[src/rtl/deserializer_pkg.sv]
// Shared types and helpers for the serial-to-parallel deserializer.
// Optional parity framing is enabled with DESERIALIZER_PARITY_EN.
package deserializer_pkg;

`ifdef DESERIALIZER_PARITY_EN
  localparam bit PARITY_EN = 1'b1;
`else
  localparam bit PARITY_EN = 1'b0;
`endif

  localparam int DEF_DATA_W = 16;

  function automatic int frame_len(int data_w, bit parity_en);
    return data_w + (parity_en ? 1 : 0);
  endfunction

  function automatic int cnt_width(int data_w, bit parity_en);
    return $clog2(frame_len(data_w, parity_en) + 1);
  endfunction

  localparam int CNT_W = cnt_width(DEF_DATA_W, PARITY_EN);

  typedef logic [CNT_W-1:0] cnt_t;

endpackage

[src/rtl/deserializer.sv]
// Serial-to-parallel stage: MSB-first bits into DATA_W-bit words.
// DESERIALIZER_PARITY_EN appends an even-parity bit to each frame.
module deserializer
  import deserializer_pkg::*;
#(
  parameter int DATA_W = 16
) (
  input  logic              clk_i,
  input  logic              srst_i,
  input  logic              data_i,
  input  logic              data_val_i,
  output logic [DATA_W-1:0] deser_data_o,
  output logic              deser_data_val_o
`ifdef DESERIALIZER_PARITY_EN
  ,
  output logic              deser_parity_err_o
`endif
);

  localparam int FLEN = frame_len(DATA_W, PARITY_EN);
  localparam int CW   = cnt_width(DATA_W, PARITY_EN);

  logic [CW-1:0]     cnt_q, cnt_d;
  logic [FLEN-1:0]   sh_q, sh_d;
  logic              done_q, done_d;
  logic [DATA_W-1:0] data_q, data_d;
  logic              val_q, val_d;
`ifdef DESERIALIZER_PARITY_EN
  logic              err_q, err_d;
`endif

  always_comb begin
    cnt_d  = cnt_q;
    sh_d   = sh_q;
    done_d = 1'b0;
    data_d = data_q;
    val_d  = 1'b0;
`ifdef DESERIALIZER_PARITY_EN
    err_d  = err_q;
`endif
    // sh_q still holds the finished frame one edge after completion
    if (done_q) begin
      data_d = sh_q[FLEN-1 -: DATA_W];
      val_d  = 1'b1;
`ifdef DESERIALIZER_PARITY_EN
      err_d  = ^sh_q;
`endif
    end
    if (data_val_i) begin
      sh_d = {sh_q[FLEN-2:0], data_i};
      if (cnt_q == CW'(FLEN - 1)) begin
        cnt_d  = '0;
        done_d = 1'b1;
      end else begin
        cnt_d = cnt_q + CW'(1);
      end
    end
  end

  always_ff @(posedge clk_i) begin
    if (srst_i) begin
      cnt_q  <= '0;
      sh_q   <= '0;
      done_q <= 1'b0;
      data_q <= '0;
      val_q  <= 1'b0;
`ifdef DESERIALIZER_PARITY_EN
      err_q  <= 1'b0;
`endif
    end else begin
      cnt_q  <= cnt_d;
      sh_q   <= sh_d;
      done_q <= done_d;
      data_q <= data_d;
      val_q  <= val_d;
`ifdef DESERIALIZER_PARITY_EN
      err_q  <= err_d;
`endif
    end
  end

  assign deser_data_o     = data_q;
  assign deser_data_val_o = val_q;
`ifdef DESERIALIZER_PARITY_EN
  assign deser_parity_err_o = err_q;
`endif

endmodule

[config.mk]
export PLATFORM = sky130hd
export DESIGN_NAME = deserializer
export DESIGN_NICKNAME = d
export VERILOG_FILES = /design/src/rtl/deserializer_pkg.sv /design/src/rtl/deserializer.sv
export SDC_FILE = /design/constraint.sdc
export NUM_CORES = 1
export LEC_CHECK = 0
export BUFFER_PORTS_ARGS = -buffer_cell sky130_fd_sc_hd__buf_2
export CAP_MARGIN = 20
export CORE_ASPECT_RATIO = 1.75
export CORE_MARGIN = 5
export CORE_UTILIZATION = 54
export DETAILED_ROUTE_END_ITERATION = 6
export PLACE_DENSITY = 0.76
export SYNTH_ARGS = -nofsm -noshare
export SYNTH_HDL_FRONTEND = slang
export SYNTH_SLANG_ARGS = --single-unit
[constraint.sdc]
create_clock -name clk_i -period 1.4 [get_ports clk_i]
set_clock_uncertainty 0.1 [all_clocks]
set_input_delay 0.14 -clock clk_i [delete_from_list [all_inputs] [get_ports clk_i]]
set_output_delay 0.14 -clock clk_i [all_outputs]
set_load 0.005 [all_outputs]
* After elaboration in Yosys (flattened, before gate mapping)
Index checks and enable logic that the tools add are counted.
** Storage, ports and cells
- Bits in registers :: 39
- Bits in latches :: 0
- RAM bits :: 0
- ROM bits :: 0
- Input bits :: 4
- Output and inout bits :: 17
- Logic and storage cells :: 12
- Memories :: 0
** Cells by class
- Add/subtract/negate cells :: 1
- $mul :: 0
- Div/mod/pow operators :: 0
- $lt $le $gt $ge :: 0
- Eq/ne operators :: 1
- Shifts and indexed selects :: 0
- Muxes and demuxes :: 3
- Bitwise operators :: 1
- Reduce and logical (&&, ||, !) cells :: 1
** Operators by type and width (count)
- 5-bit by 1-bit adder with 5-bit output, second input constant :: 1
- 5-bit by 4-bit equality test with 1-bit output, second input constant :: 1
- 5-bit 2-to-1 mux :: 1
- 1-bit 2-to-1 mux :: 2
- 2-bit OR reduction :: 1
- 1-bit NOT :: 1

* Depth between registers and ports, before layout
- Depth in word-level cells :: 2
- Mapped depth :: 5
- Mapped depth without buffers :: 4

* Least setup slack after synthesis
OpenSTA, ideal clock, no wires.
- Path type :: reg-to-reg
- Start :: register cnt_q[0]
- End :: register cnt_q[4]
- Setup time :: 0.116 ns
- Arrival :: 0.833 ns
- Required time :: 1.184 ns
- Setup slack :: 0.351 ns
- Stages on the path, launching flop included :: 4
- Buffers on the path :: 0
- Clock period less this slack :: 1.049 ns
- Path through :: dfxtp_1 > ha_1 > nand4_2 > and3b_1
** On the way
- Longest elaborated chain between the ends :: 2
- Elaborated cells on any way between the ends :: 3
- Those cells by class :: add/sub: 1; eq/ne: 1; mux: 1
** RTL lines
- start, declared :: RTL line deserializer.sv:23 : logic [CW-1:0] cnt_q, cnt_d;
- start signal, assigned :: RTL line deserializer.sv:71 : cnt_q <= cnt_d;
- 5-bit by 1-bit adder with 5-bit output / 5-bit by 4-bit equality test with 1-bit output (equally long branches) :: RTL line deserializer.sv:55, deserializer.sv:51
- 5-bit 2-to-1 mux (*) :: RTL line deserializer.sv:51 : if (cnt_q == CW'(FLEN - 1)) begin
Mark *: on every way between the ends. The rest lies on a longest branch, timed or not.
A chain may end at the register's enable or synchronous reset.

* Final worst setup path
- Start :: register cnt_q[0]
- End :: register cnt_q[3]
Same word-level chain as after synthesis.

==> metrics.yaml <==
finish:
  area_growth_pct: 17.0
  fillers: 216
  fin_util: 0.668
  nets: 159
  n_antenna_cell: 0
  drive_gt1_frac: 0.226
routing:
  routed_via_density: 5.24
  vias: 948
  ant_nets: 0
  drt_iter0_drc: 9
  wire_per_inst_um: 13.3
  wl_mm: 2.41
  drt_first_pass_iters: 3
  drc: 0
clock_tree:
  post_cts_buffers: 0
  clock_path_buffers: 2
  cts_resized: 0
  htree_num_levels: 2
  cts_tree: "yes"
  clkSinkCount: 39
  clockRootBuffer: "clkbuf_8"
  clk_pin_slew_worst_paths_ps: 70
  cts_buffers: 5
  insertion_delay_ps: 290
timing:
  slew_viol_final: 0
  hold_viol: 0
  finalSetupViolCount: 0
  min_period_ps: 1170
  slew_headroom: 0.758
  grt_setup_unrepaired: "false"
  tns_ps: 0
  timing.fmax_mhz: 853
  worst_slew_pin_slew_ps: 362
  setup_ws_ps: 227
  post-route-period-util: 0.838
place:
  place_congestion: 0.736
  port_buffers: 20
  detailedPlace.worstSlack_ps: 229
  dp_hpwl_mm: 1.66
logic_synthesis:
  synth_nets: 136
  syn_area_um2: 1440
  synth_cell_type_count: 23
  ys_ff_latch: 39
  seq_area_frac_synth: 0.542
  synthCells: 131
  ys_warn_count: 0
  syn-mean-instance-area_um2: 11.0
critical_path:
  worstPathRequired_ps: 1480
  rr_worst_depth: 4
  crit_type: "flip-flop to flip-flop"
  critPathLaunchType: "flip-flop"
  critPathMaxFanout: 4
  rrSetupSlack_ps: 230
  critical_path_arrival_ps: 1250
  endpoint_kind: "flip-flop"
  r2r-start: "cnt_q[0]"
  r2r_end: "cnt_q[3]"
global_routing:
  grt_pass1_vias: 981
  grt_max_degree: 24
  grt-ovfl-total: 0
  antenna_found_initial: 0
  grt_pass1_wl_mm: 4.32
  grt_usage: 0.146
worst_hold_path:
  min_to: "cnt_q[2]"
  min_from: "srst_i"
  hold_depth: 2
  hold_class: "primary input to flip-flop"
floorplanning:
  start_util: 0.571
  core-area_um2: 2520
  io_pins: 21
  row_count: 24
  die_w_um: 49.0
  die_h_um: 78.3
  die_area_um2: 3840
power:
  p_per_area_nw_per_um2: 1280
  p_leak_nw: 0.742
  ir_drop_uv: 882
run:
  cap_viol_max_count: 0
outcome:
  status: "completed"
logic make-up (layout without fill, tap and decap cells):
| group | count (synthesis) | in the layout | share of synthesized area |
|---|---|---|---|
| AND/OR/NAND/NOR | 46 | 46 | 0.150 |
| adder cells (fa/ha/maj) | 1 | 1 | 0.00869 |
| flip-flops | 39 | 39 | 0.542 |
| AO/OA/AOI/OAI | 2 | 2 | 0.00695 |
| buffers and inverters | 9 | 33 | 0.0573 |
| multiplexers | 32 | 32 | 0.222 |
| XOR/XNOR | 2 | 2 | 0.0122 |
power by group:
group	internal (mW)	switching [mW]	total [mW]
combinational	0.0354	0.0400	0.0754
sequential	1.12	0.00669	1.12
clock	0.576	0.375	0.951
total	1.73	0.422	2.15
Yosys cell counts:
library cell  number  area, um2
buf_12             1       20.0
nand3_1            1       5.00
nand4_2            1       12.5
nor2b_1            1       6.26
nand4b_1           1       8.76
buf_2              2       10.0
buf_4              1       7.51
xor2_1             2       17.5
nand2b_1           2       12.5
nand4_1            1       6.26
mux2i_1           32        320
nor2_1            34        128
clkbuf_1           2       7.51
buf_8              1       15.0
a21oi_1            2       10.0
ha_1               1       12.5
nor3_2             1       10.0
and3b_1            1       8.76
dfxtp_1           39        781
nand3b_1           1       7.51
buf_6              2       22.5
nand2_2            1       6.26
nor3_1             1       5.00
timing repair:
item,4_1_cts,5_1_grt
setup endpoints to repair,0,0
endpoints found under the hold margin,1,0
hold buffers,1,0
how the worst max path moves through the flow:
stage              from  endpoint  slack (ps)  depth (start not counted)
6_report       cnt_q[0]  cnt_q[3]         230                          4
5_1_grt        cnt_q[0]  cnt_q[3]         160                          4
4_1_cts        cnt_q[0]  cnt_q[3]         220                          4
3_5_place_dp   cnt_q[0]  cnt_q[3]         230                          4
3_3_place_gp   cnt_q[0]  cnt_q[3]         280                          4
2_1_floorplan  cnt_q[0]  cnt_q[4]         350                          3
critical path, cell delays in order (launching register included):
cell	delay (ps)
dfxtp_1	380
ha_1	240
nand4_2	140
nor2_1	160
nor3_2	50
cell usage in the layout, fill, tap and decap left out:
cell type      netlist  routed
nor3_1               1       1
nand2b_1             2       2
clkinv_2             0       1
nand2_2              1       1
clkbuf_8             0       6
bufinv_16            0       1
nand3_1              1       1
nor2b_1              1       1
nand4b_1             1       1
dfxtp_1             39      39
nor3_2               1       1
buf_12               1       3
nor2_1              34      34
and3b_1              1       1
mux2i_1             32      32
nand4_2              1       1
nand3b_1             1       1
nand4_1              1       1
dlygate4sd3_1        0       1
buf_2                2      20
xor2_1               2       2
ha_1                 1       1
buf_4                1       1
a21oi_1              2       2
area by class of cell:
cell class | count | area, um2 | area share
clock inverter | 2 | 35.0 | 0.0208
timing repair buffer | 25 | 178 | 0.105
multi-input combinational | 83 | 577 | 0.342
sequential | 39 | 781 | 0.463
clock buffer | 6 | 82.6 | 0.0490
tap | 26 | 32.5 | 0.0193
registers in the layout, summed over array words and instances (netlist names):
register / flops
sh_q: 16
done_q: 1
deser_data_o: 16
deser_data_val_o: 1
cnt_q: 5
stage by stage:
stage,instances,power (mW),hold slack [ps],cell area [um2]
5_1_grt,181,2.26,125,1690
2_1_floorplan,131,1.21,187,1440
3_5_place_dp,172,1.22,287,1560
6_report,181,2.15,121,1690
4_1_cts,181,2.18,112,1690
3_3_place_gp,172,1.22,287,1560
layer usage:
layer,share of wire,routed length [um],vias up,track usage
met4,0.035,84,0,0.0997
met5,0,0,-,0
met3,0.046,111,7,0.0530
met1,0.42,1010,440,0.154
met2,0.50,1200,19,0.237
li1,-,-,482,-
No activity file was read; power rests on OpenSTA's default activity.
